## src/rtl/pe_network_interface.sv

```systemverilog
// Local-port network interface: packs PE payloads into single-flit packets, injects them under
// credit flow control, and buffers ejected flits for the PE. Define NI_LOOPBACK_EN for local loopback.
module pe_network_interface #(
    parameter int TX_DEPTH         = 4,
    parameter int RX_DEPTH         = 4,
    parameter int ROUTER_BUF_DEPTH = 4
) (
    input  logic                                  clk,
    input  logic                                  rst,
    input  logic [1:0]                            my_cluster,
    input  logic [1:0]                            my_local,
    input  logic [15:0]                           tx_data,
    input  logic [1:0]                            tx_dst_cluster,
    input  logic [1:0]                            tx_dst_local,
    input  logic                                  tx_valid,
    output logic                                  tx_ready,
    output logic [19:0]                           inject,
    output logic                                  inject_valid,
    input  logic                                  credit_in,
    input  logic [19:0]                           eject,
    input  logic                                  eject_valid,
    output logic [15:0]                           rx_data,
    output logic                                  rx_valid,
    input  logic                                  rx_ready,
    output logic [$clog2(ROUTER_BUF_DEPTH+1)-1:0] credits,
    output logic                                  rx_overflow,
    output logic                                  credit_err,
    output logic [7:0]                            drop_count
);
    localparam int TX_AW = $clog2(TX_DEPTH);
    localparam int RX_AW = $clog2(RX_DEPTH);
    localparam int CW    = $clog2(ROUTER_BUF_DEPTH + 1);

    localparam logic [CW-1:0]    CREDIT_MAX = CW'(ROUTER_BUF_DEPTH);
    localparam logic [CW-1:0]    CREDIT_ONE = CW'(1);
    localparam logic [TX_AW:0]   TX_PTR_ONE = (TX_AW + 1)'(1);
    localparam logic [RX_AW:0]   RX_PTR_ONE = (RX_AW + 1)'(1);

    logic [19:0]    tx_mem [TX_DEPTH];
    logic [TX_AW:0] tx_wr_ptr, tx_rd_ptr;
    logic [19:0]    tx_head;
    logic           tx_empty, tx_full, tx_push, tx_pop, tx_inject;

    logic [15:0]    rx_mem [RX_DEPTH];
    logic [RX_AW:0] rx_wr_ptr, rx_rd_ptr;
    logic [15:0]    rx_wdata;
    logic           rx_empty, rx_full, rx_push, rx_pop, rx_drop;

    logic           lb_hit, lb_go;
    logic           unused_eject_dst;

    assign tx_empty = (tx_wr_ptr == tx_rd_ptr);
    assign tx_full  = (tx_wr_ptr[TX_AW] != tx_rd_ptr[TX_AW]) &&
                      (tx_wr_ptr[TX_AW-1:0] == tx_rd_ptr[TX_AW-1:0]);
    assign tx_ready = !tx_full;
    assign tx_push  = tx_valid && !tx_full;
    assign tx_head  = tx_mem[tx_rd_ptr[TX_AW-1:0]];

`ifdef NI_LOOPBACK_EN
    // Locally addressed heads go straight to RX; router ejection owns the RX write port first.
    assign lb_hit = !tx_empty && (tx_head[19:16] == {my_cluster, my_local});
    assign lb_go  = lb_hit && !eject_valid && !rx_full;
`else
    logic unused_ids;
    assign lb_hit     = 1'b0;
    assign lb_go      = 1'b0;
    assign unused_ids = ^{my_cluster, my_local};
`endif

    assign tx_inject = !tx_empty && !lb_hit && (credits != '0);
    assign tx_pop    = tx_inject || lb_go;

    // NOTE: FIFO storage has no reset; the pointers alone define which entries are valid.
    always_ff @(posedge clk) begin
        if (tx_push) begin
            tx_mem[tx_wr_ptr[TX_AW-1:0]] <= {tx_dst_cluster, tx_dst_local, tx_data};
        end
    end

    // NOTE: sequential state uses non-blocking assignments so every register samples pre-edge values.
    always_ff @(posedge clk or negedge rst) begin
        if (!rst) begin
            tx_wr_ptr <= '0;
            tx_rd_ptr <= '0;
        end else begin
            if (tx_push) tx_wr_ptr <= tx_wr_ptr + TX_PTR_ONE;
            if (tx_pop)  tx_rd_ptr <= tx_rd_ptr + TX_PTR_ONE;
        end
    end

    always_ff @(posedge clk or negedge rst) begin
        if (!rst) begin
            inject       <= '0;
            inject_valid <= 1'b0;
        end else begin
            inject_valid <= tx_inject;
            if (tx_inject) inject <= tx_head;
        end
    end

    always_ff @(posedge clk or negedge rst) begin
        if (!rst) begin
            credits    <= CREDIT_MAX;
            credit_err <= 1'b0;
        end else begin
            unique case ({tx_inject, credit_in})
                2'b10: credits <= credits - CREDIT_ONE;
                2'b01: begin
                    if (credits == CREDIT_MAX) credit_err <= 1'b1;
                    else                       credits    <= credits + CREDIT_ONE;
                end
                default: ;
            endcase
        end
    end

    assign rx_empty = (rx_wr_ptr == rx_rd_ptr);
    assign rx_full  = (rx_wr_ptr[RX_AW] != rx_rd_ptr[RX_AW]) &&
                      (rx_wr_ptr[RX_AW-1:0] == rx_rd_ptr[RX_AW-1:0]);
    assign rx_valid = !rx_empty;
    assign rx_data  = rx_mem[rx_rd_ptr[RX_AW-1:0]];
    assign rx_pop   = rx_valid && rx_ready;

    // A full FIFO still accepts a flit when the head leaves in the same cycle.
    assign rx_push  = (eject_valid || lb_go) && (!rx_full || rx_pop);
    assign rx_drop  = eject_valid && rx_full && !rx_pop;
    assign rx_wdata = eject_valid ? eject[15:0] : tx_head[15:0];
    assign unused_eject_dst = ^eject[19:16];

    always_ff @(posedge clk) begin
        if (rx_push) rx_mem[rx_wr_ptr[RX_AW-1:0]] <= rx_wdata;
    end

    always_ff @(posedge clk or negedge rst) begin
        if (!rst) begin
            rx_wr_ptr   <= '0;
            rx_rd_ptr   <= '0;
            rx_overflow <= 1'b0;
            drop_count  <= '0;
        end else begin
            if (rx_push) rx_wr_ptr <= rx_wr_ptr + RX_PTR_ONE;
            if (rx_pop)  rx_rd_ptr <= rx_rd_ptr + RX_PTR_ONE;
            if (rx_drop) begin
                rx_overflow <= 1'b1;
                if (drop_count != 8'hFF) drop_count <= drop_count + 8'd1;
            end
        end
    end

endmodule

```

## config.mk

```make
export PLATFORM = sky130hd
export DESIGN_NAME = pe_network_interface
export DESIGN_NICKNAME = d
export VERILOG_FILES = /design/src/rtl/pe_network_interface.sv
export SDC_FILE = /design/constraint.sdc
export NUM_CORES = 1
export LEC_CHECK = 0
export CORE_MARGIN = 2
export CORE_UTILIZATION = 30
export CTS_CLUSTER_SIZE = 28
export DETAILED_ROUTE_END_ITERATION = 7
export GPL_TIMING_DRIVEN = 0
export RECOVER_POWER = 25
export SLEW_MARGIN = 40
export SYNTH_ARGS = -nofsm -noshare
export SYNTH_HDL_FRONTEND = slang
export SYNTH_SLANG_ARGS = --single-unit
```

## constraint.sdc

```tcl
create_clock -name clk -period 2.6 [get_ports clk]
set_input_delay 0.52 -clock clk [delete_from_list [all_inputs] [get_ports clk]]
set_output_delay 0.52 -clock clk [all_outputs]
set_load 0.05 [all_outputs]
```

=== Word-level counts from Yosys, hierarchy flattened ===
Memory sizes are Yosys's and may differ from the RTL's.
Index checks and enable logic that the tools add are counted.
W data, S select, Z words.

* RAM bits: 144
* Output and inout bits: 52
* Input bits: 50
* Logic and storage cells: 56
* Memories: 2
* Flip-flop bits (word level): 46

* Reductions and logical operators: 19
* Multiplexer cells: 7
* Add/sub/neg operators: 7
* Equal/unequal tests: 11

{| class="wikitable"
|+ Memory list
! memory !! words !! width !! read ports !! clocked after Yosys merged registers in !! wr ports !! RTL line !! RTL
|-
| tx_mem || 4 || 20 || 1 || 0 || 1 || 39 || <nowiki>logic [19:0] tx_mem [TX_DEPTH];</nowiki>
|-
| rx_mem || 4 || 16 || 1 || 0 || 1 || 44 || <nowiki>logic [15:0] rx_mem [RX_DEPTH];</nowiki>
|}

{| class="wikitable"
|+ Operators with widths
! cell !! count
|-
| $mux W16 || 1
|-
| $add A3 B1 Y3 const B || 5
|-
| $add A8 B1 Y8 const B || 1
|-
| $logic_and A1 B1 Y1 || 8
|-
| $ne A8 B8 Y1 const B || 1
|-
| $eq A3 B3 Y1 || 2
|-
| $pmux W3 S2 || 1
|-
| $reduce_and A2 Y1 || 3
|-
| $logic_not A1 Y1 || 5
|-
| $eq A2 B2 Y1 || 2
|-
| $mux W1 || 4
|-
| $eq A3 B3 Y1 const B || 1
|-
| $mux W3 || 1
|-
| $reduce_bool A3 Y1 || 1
|-
| $sub A3 B1 Y3 const B || 1
|-
| $eq A2 B1 Y1 const B || 1
|-
| $eq A2 B2 Y1 const B || 1
|-
| $ne A1 B1 Y1 || 2
|-
| $ne A2 B2 Y1 const B || 1
|-
| $reduce_bool A2 Y1 || 1
|-
| $logic_or A1 B1 Y1 || 1
|}

=== Longest topological paths before layout ===
* Depth in word-level cells: 7
* Gate-level depth with buffers: 9
* Gate-level depth less buffers: 9

=== Worst setup path before layout ===
No wires, ideal clock.

* Path kind: register -> register
* Start point: reg rx_rd_ptr[0]
* End point: mem rx_mem[0][0] (enable)
* Data arrival time: 1,850 ps
* Setup time: 389 ps
* Cell stages (with the launch flop): 7
* Data required time: 2,211 ps
* Buffers on the path: 2
* Path slack: 362 ps
* Period minus slack after synthesis: 2,238 ps
* Cells stage by stage: dfrtp_1 -> buf_6 -> xnor2_1 -> and4b_1 -> buf_4 -> nand2b_4 -> nor2_1

* Cells in the longest elaborated chain, start to end: 7
* Elaborated cells on any way between the ends: 10
* Classes of those cells: eq/ne: 2; mux: 2; reduce/logical: 6

{| class="wikitable"
|+ Ends and longest elaborated chain
! what !! RTL line !! RTL
|-
| from (decl) || 45 || <nowiki>logic [RX_AW:0] rx_wr_ptr, rx_rd_ptr;</nowiki>
|-
| from (signal assigned) || 142 || <nowiki>if (rx_pop) rx_rd_ptr <= rx_rd_ptr + RX_PTR_ONE;</nowiki>
|-
| $eq A3 B3 Y1 / $eq A2 B2 Y1 (equally long branches) || 117, 119 ||
|-
| $logic_not A1 Y1 / $logic_and A1 B1 Y1 (equally long branches) || 120, 118 ||
|-
| $logic_and A1 B1 Y1 / $logic_not A1 Y1 (equally long branches) || 122, 125 ||
|-
| $logic_or A1 B1 Y1 (*) || 125 || <nowiki>assign rx_push = (eject_valid || lb_go) && (!rx_full || rx_pop);</nowiki>
|-
| $logic_and A1 B1 Y1 (*) || 125 ||
|-
| $mux W1 (*) || 131 || <nowiki>if (rx_push) rx_mem[rx_wr_ptr[RX_AW-1:0]] <= rx_wdata;</nowiki>
|-
| $mux W1 (not written as such) (*) || 131 ||
|-
| to (decl) || 44 ||
|}

Mark *: on every way between the ends. The rest lies on a longest branch, timed or not.

=== Worst setup path after layout ===
* Start point: reg rx_rd_ptr[0]
* End point: out rx_data[12]

* Cells in the longest elaborated chain, start to end: 1

{| class="wikitable"
|+ Ends and longest elaborated chain
! what !! RTL line !! RTL
|-
| $mem_v2 Z4 W16 || -- ||
|-
| to (decl) || 22 || <nowiki>output logic [15:0] rx_data,</nowiki>
|}

Every way passes these cells.

==> impl_results.md <==
- Top Metal Used: met5
- Total setup buffers inserted after CTS: 0
- Cell Pwr Density: 1365 mW/mm2
- Wire length of the first global-routing pass: 23.79 mm
- Biggest area consumer among synthesized cells: edfxtp_1
- Met2 wire length: 8.166 mm
- Worst-path maximum fanout: 10
- Nature of the critical path startpoint: flop
- Core Footprint: 0.02511 mm2
- Placed cell area: 0.009054 mm2
- Met1 layer wirelength in the final routing: 6.100 mm
- Share of the cycle needed by the critical path after routing: 96.34%
- Die Y-Extent: 163.5 um
- Root Driver: clkbuf_16
- Failing checks: max-capacitance violations, max-slew violations
- Arrival @ worst endpoint: 1.98 ns
- Buffer depth of the longest clock path: 2
- Number of buffers created by CTS: 17
- Number of clock sinks seen by CTS: 190
- Count of pins on the block boundary: 102
- Start-to-end type of the worst setup path: flop to output port
- Result of the run: complete, but fails checks
- Share of post-route cells with drive strength above 1: 28.65%
- Average instance area after synthesis: 19.87 um2
- Initial core utilization: 30.39%
- Cell chain of the critical path: buf_6, buf_6, mux4_2, buf_2
- Destination of the worst hold path: rx_overflow$_DFFE_PN0P_
- Top cell family by delay on the critical path: buffers and inverters
- TritonCTS clock tree: built
- Highest achievable clock rate: 399.2 MHz
- Number of cells produced by synthesis: 384
- Number of nets in the layout: 562
- Fin. max-slew vios: 24
- Number of port buffers: 92
- Met3 routed wirelength: 916 um
- Detailed-route via count: 3,906
- FF+latch count, synth: 190
- Delay of the slowest cell on the worst path: 0.56 ns
- Initial drt markers: 227
- Number of cells in the design after placement: 810
- Leakage power: 0.003370 uW
- Logic depth of the worst register-to-register path: 9
- Slew Limit Headroom: -2.271%
- Launch instance of the worst register-to-register path: tx_rd_ptr[0]$_DFFE_PN0P_
- R2R Setup Slk: 0.20 ns
- Total iterations of the first detailed-routing run: 4
- Average wire per cell in the routed design: 18.37 um
- Worst-Margin Slew: 1.534 ns
- Tot GR Track Use: 12.11%
- Number of distinct library cells after synthesis: 42
- CP most frequent cell: buf_6
- Worst setup EP type: output port
- Worst r2r dst: credits[2]$_DFFE_PN1P_
- Clock-pin slew on the worst setup and hold paths: 0.07 ns
- Final setup violating endpoints: 0
- Library cell contributing the largest single delay on the critical path: mux4_2
- Area of the die: 0.02672 mm2
- Remaining design rule violation count: 0
- Final critical-path required period: 2.505 ns
- Largest cells by area after synthesis: edfxtp_1 57%, dfrtp_1 15%, mux4_2 11%, mux2_2 6.2%, xnor2_1 1.8%
- Reported max-cap violation count: 1
- Wire length after detailed routing: 15.54 mm
- Net count of the mapped netlist: 446
- Overflow left after global routing: 0
- Via count of the first global-routing pass: 4,226
- Count of buffering cells on the critical path with inverters included: 3
- Pin count of the biggest net entering global routing: 25
- RSZ-0062 raised after global routing: false
- Depth of the CTS H-tree: 4
- Clock Latency Late Sink: 0.43 ns
- Path category of the worst min-delay check: flop to flop
- Number of antenna violations at the first check in global routing: 6
- Die width: 163.5 um
- Instance count along the most critical hold path: 1
- Count of endpoints failing hold in the final timing report: 0
- Non-filler cells, final: 846
- Synthesized area: 0.007630 mm2
- Data required, critical path: 2.08 ns
- Largest vdd supply drop: 0.4609 mV
- Final-layout fill cell count: 2,343
- Final HPWL DP: 10.98 mm
- Summed area of non-filler cells in the final layout: 0.009638 mm2
- Number of synthesis warnings: 0
- Layout area overhead: 26.32%
- Site Rows: 58
- Top-area cell type share of the netlist area: 56.67%
- ANT nets after route: 0
- Startpoint of the most critical hold path: rx_overflow$_DFFE_PN0P_
- Post-synthesis sequential area ratio: 71.78%
- Post-DR vias/cell: 4.617
- Final Wtd Congestion: 0.7056
- Clock tree skew after final layout: 0.01089 ns
[timing repair]
item / in CTS / in global routing
pin swaps: 0 / 0
endpoints found under the hold margin: 6 / 0
hold buffers: 1 / 0
gates resized for setup: 39 / 20
cloned: 0 / 0
setup endpoints to repair: 18 / 10
[per-stage QoR]
stage | power [uW] | util (%) | hold WS, ns | TNS, ns | worst slack (ns)
2_1_floorplan | 8907 | - | 0.2244 | 0 | 0.3616
3_3_place_gp | 10600 | 35.70 | 0.4476 | -65.39 | -0.6849
3_5_place_dp | 10840 | 36.06 | 0.4477 | -4.079 | -0.2170
4_1_cts | 13360 | 38.50 | 0.4647 | -0.4671 | -0.07382
5_1_grt | 13790 | 38.35 | 0.4710 | 0 | 0.009456
6_report | 13150 | 38.38 | 0.4587 | 0 | 0.09518
[placed cells by master (no fill, tap or decap), types with 4 or more instances in the layout]
| cell type | Yosys | layout |
|---|---|---|
| nand3_1 | 4 | 4 |
| clkdlybuf4s50_1 | 0 | 53 |
| dlygate4sd3_1 | 0 | 21 |
| buf_4 | 4 | 4 |
| dfrtp_1 | 45 | 45 |
| xnor2_1 | 16 | 16 |
| nand2_1 | 5 | 5 |
| mux2_2 | 42 | 42 |
| clkbuf_1 | 6 | 6 |
| and2_2 | 0 | 4 |
| inv_6 | 0 | 4 |
| xor2_1 | 5 | 5 |
| nor2_1 | 8 | 5 |
| clkbuf_16 | 0 | 17 |
| inv_1 | 11 | 11 |
| ha_1 | 11 | 11 |
| edfxtp_1 | 144 | 144 |
| mux4_2 | 36 | 36 |
| dlygate4sd2_1 | 0 | 9 |
| nand4_1 | 7 | 7 |
| buf_2 | 3 | 11 |
[how the worst max path moves through the flow]
stage                                   startpoint                     end  slack (ns)  depth (start not counted)
after floorplan           rx_rd_ptr[0]$_DFFE_PN0P_  rx_mem[0][0]$_DFFE_PP_        0.36                          6
after global placement                    rx_ready  rx_mem[1][6]$_DFFE_PP_       -0.68                          5
after detailed placement  rx_rd_ptr[1]$_DFFE_PN0P_             rx_data[12]       -0.22                          4
after CTS                 rx_rd_ptr[0]$_DFFE_PN0P_             rx_data[12]       -0.07                          4
after global routing      rx_rd_ptr[0]$_DFFE_PN0P_             rx_data[12]       0.009                          4
final                     rx_rd_ptr[0]$_DFFE_PN0P_             rx_data[12]         0.1                          4
[layout make-up]
class	instances	area, um2	share of cell area, %
clock buffers	18	439.2	4.557
multi-input cells	168	2079	21.58
diodes	3	7.507	0.07789
clock inverters	14	157.7	1.636
well taps	330	412.9	4.284
flip-flops and latches	190	5477	56.82
plain buffers	15	90.09	0.9347
repair buffers	97	933.4	9.685
inverters	11	41.29	0.4284
[logic make-up (layout without fill, tap and decap cells)]
group                      after synthesis  in the layout  share of synthesized area [%]
buffers and inverters                   26            155                          1.623
AOI/OAI and AO/OA                       12             12                          1.476
xor gates and xnor gates                23             23                          2.837
and+or+nand+nor                         42             42                          3.263
muxes                                   79             79                          16.96
other                                    0              3                              0
DFF                                    190            190                          71.78
adders and majority gates               12             12                          2.066
[cells in the mapped netlist, drive strengths merged]
cell     number
and3          3
nand4b        1
a21o          1
and4          2
and2          4
o21ai         3
inv          11
dfstp         1
mux2i         1
nand4         7
mux2         42
ha           11
buf           9
and4b         1
o2bb2ai       1
nand2         5
edfxtp      144
nand3b        2
o221a         2
nor2          8
a41o          1
o221ai        1
fa            1
nand2b        2
dfrtp        45
a31oi         3
mux4         36
nor4          1
xor2          5
nor3          1
clkbuf        6
nand3         5
xnor2        18
[layer usage]
metal | track usage, % | vias up
li1 | - | 1749
met1 | 13.38 | 2034
met2 | 21.35 | 90
met3 | 4.469 | 27
met4 | 4.386 | 6
met5 | 0 | -
[flip-flops by register name (all words and copies together) (netlist names)]
| register | cells |
|---|---|
| credit_err | 1 |
| credits | 3 |
| drop_count | 8 |
| inject | 20 |
| inject_valid | 1 |
| rx_mem | 64 |
| rx_overflow | 1 |
| rx_rd_ptr | 3 |
| rx_wr_ptr | 3 |
| tx_mem | 80 |
| tx_rd_ptr | 3 |
| tx_wr_ptr | 3 |
[report_power, final]
part	total, uW	switching, uW	internal, uW
combinational	5770	3480	2290
clock	2610	1140	1460
sequential	4770	439	4330
(Power assumes the default switching activity.)
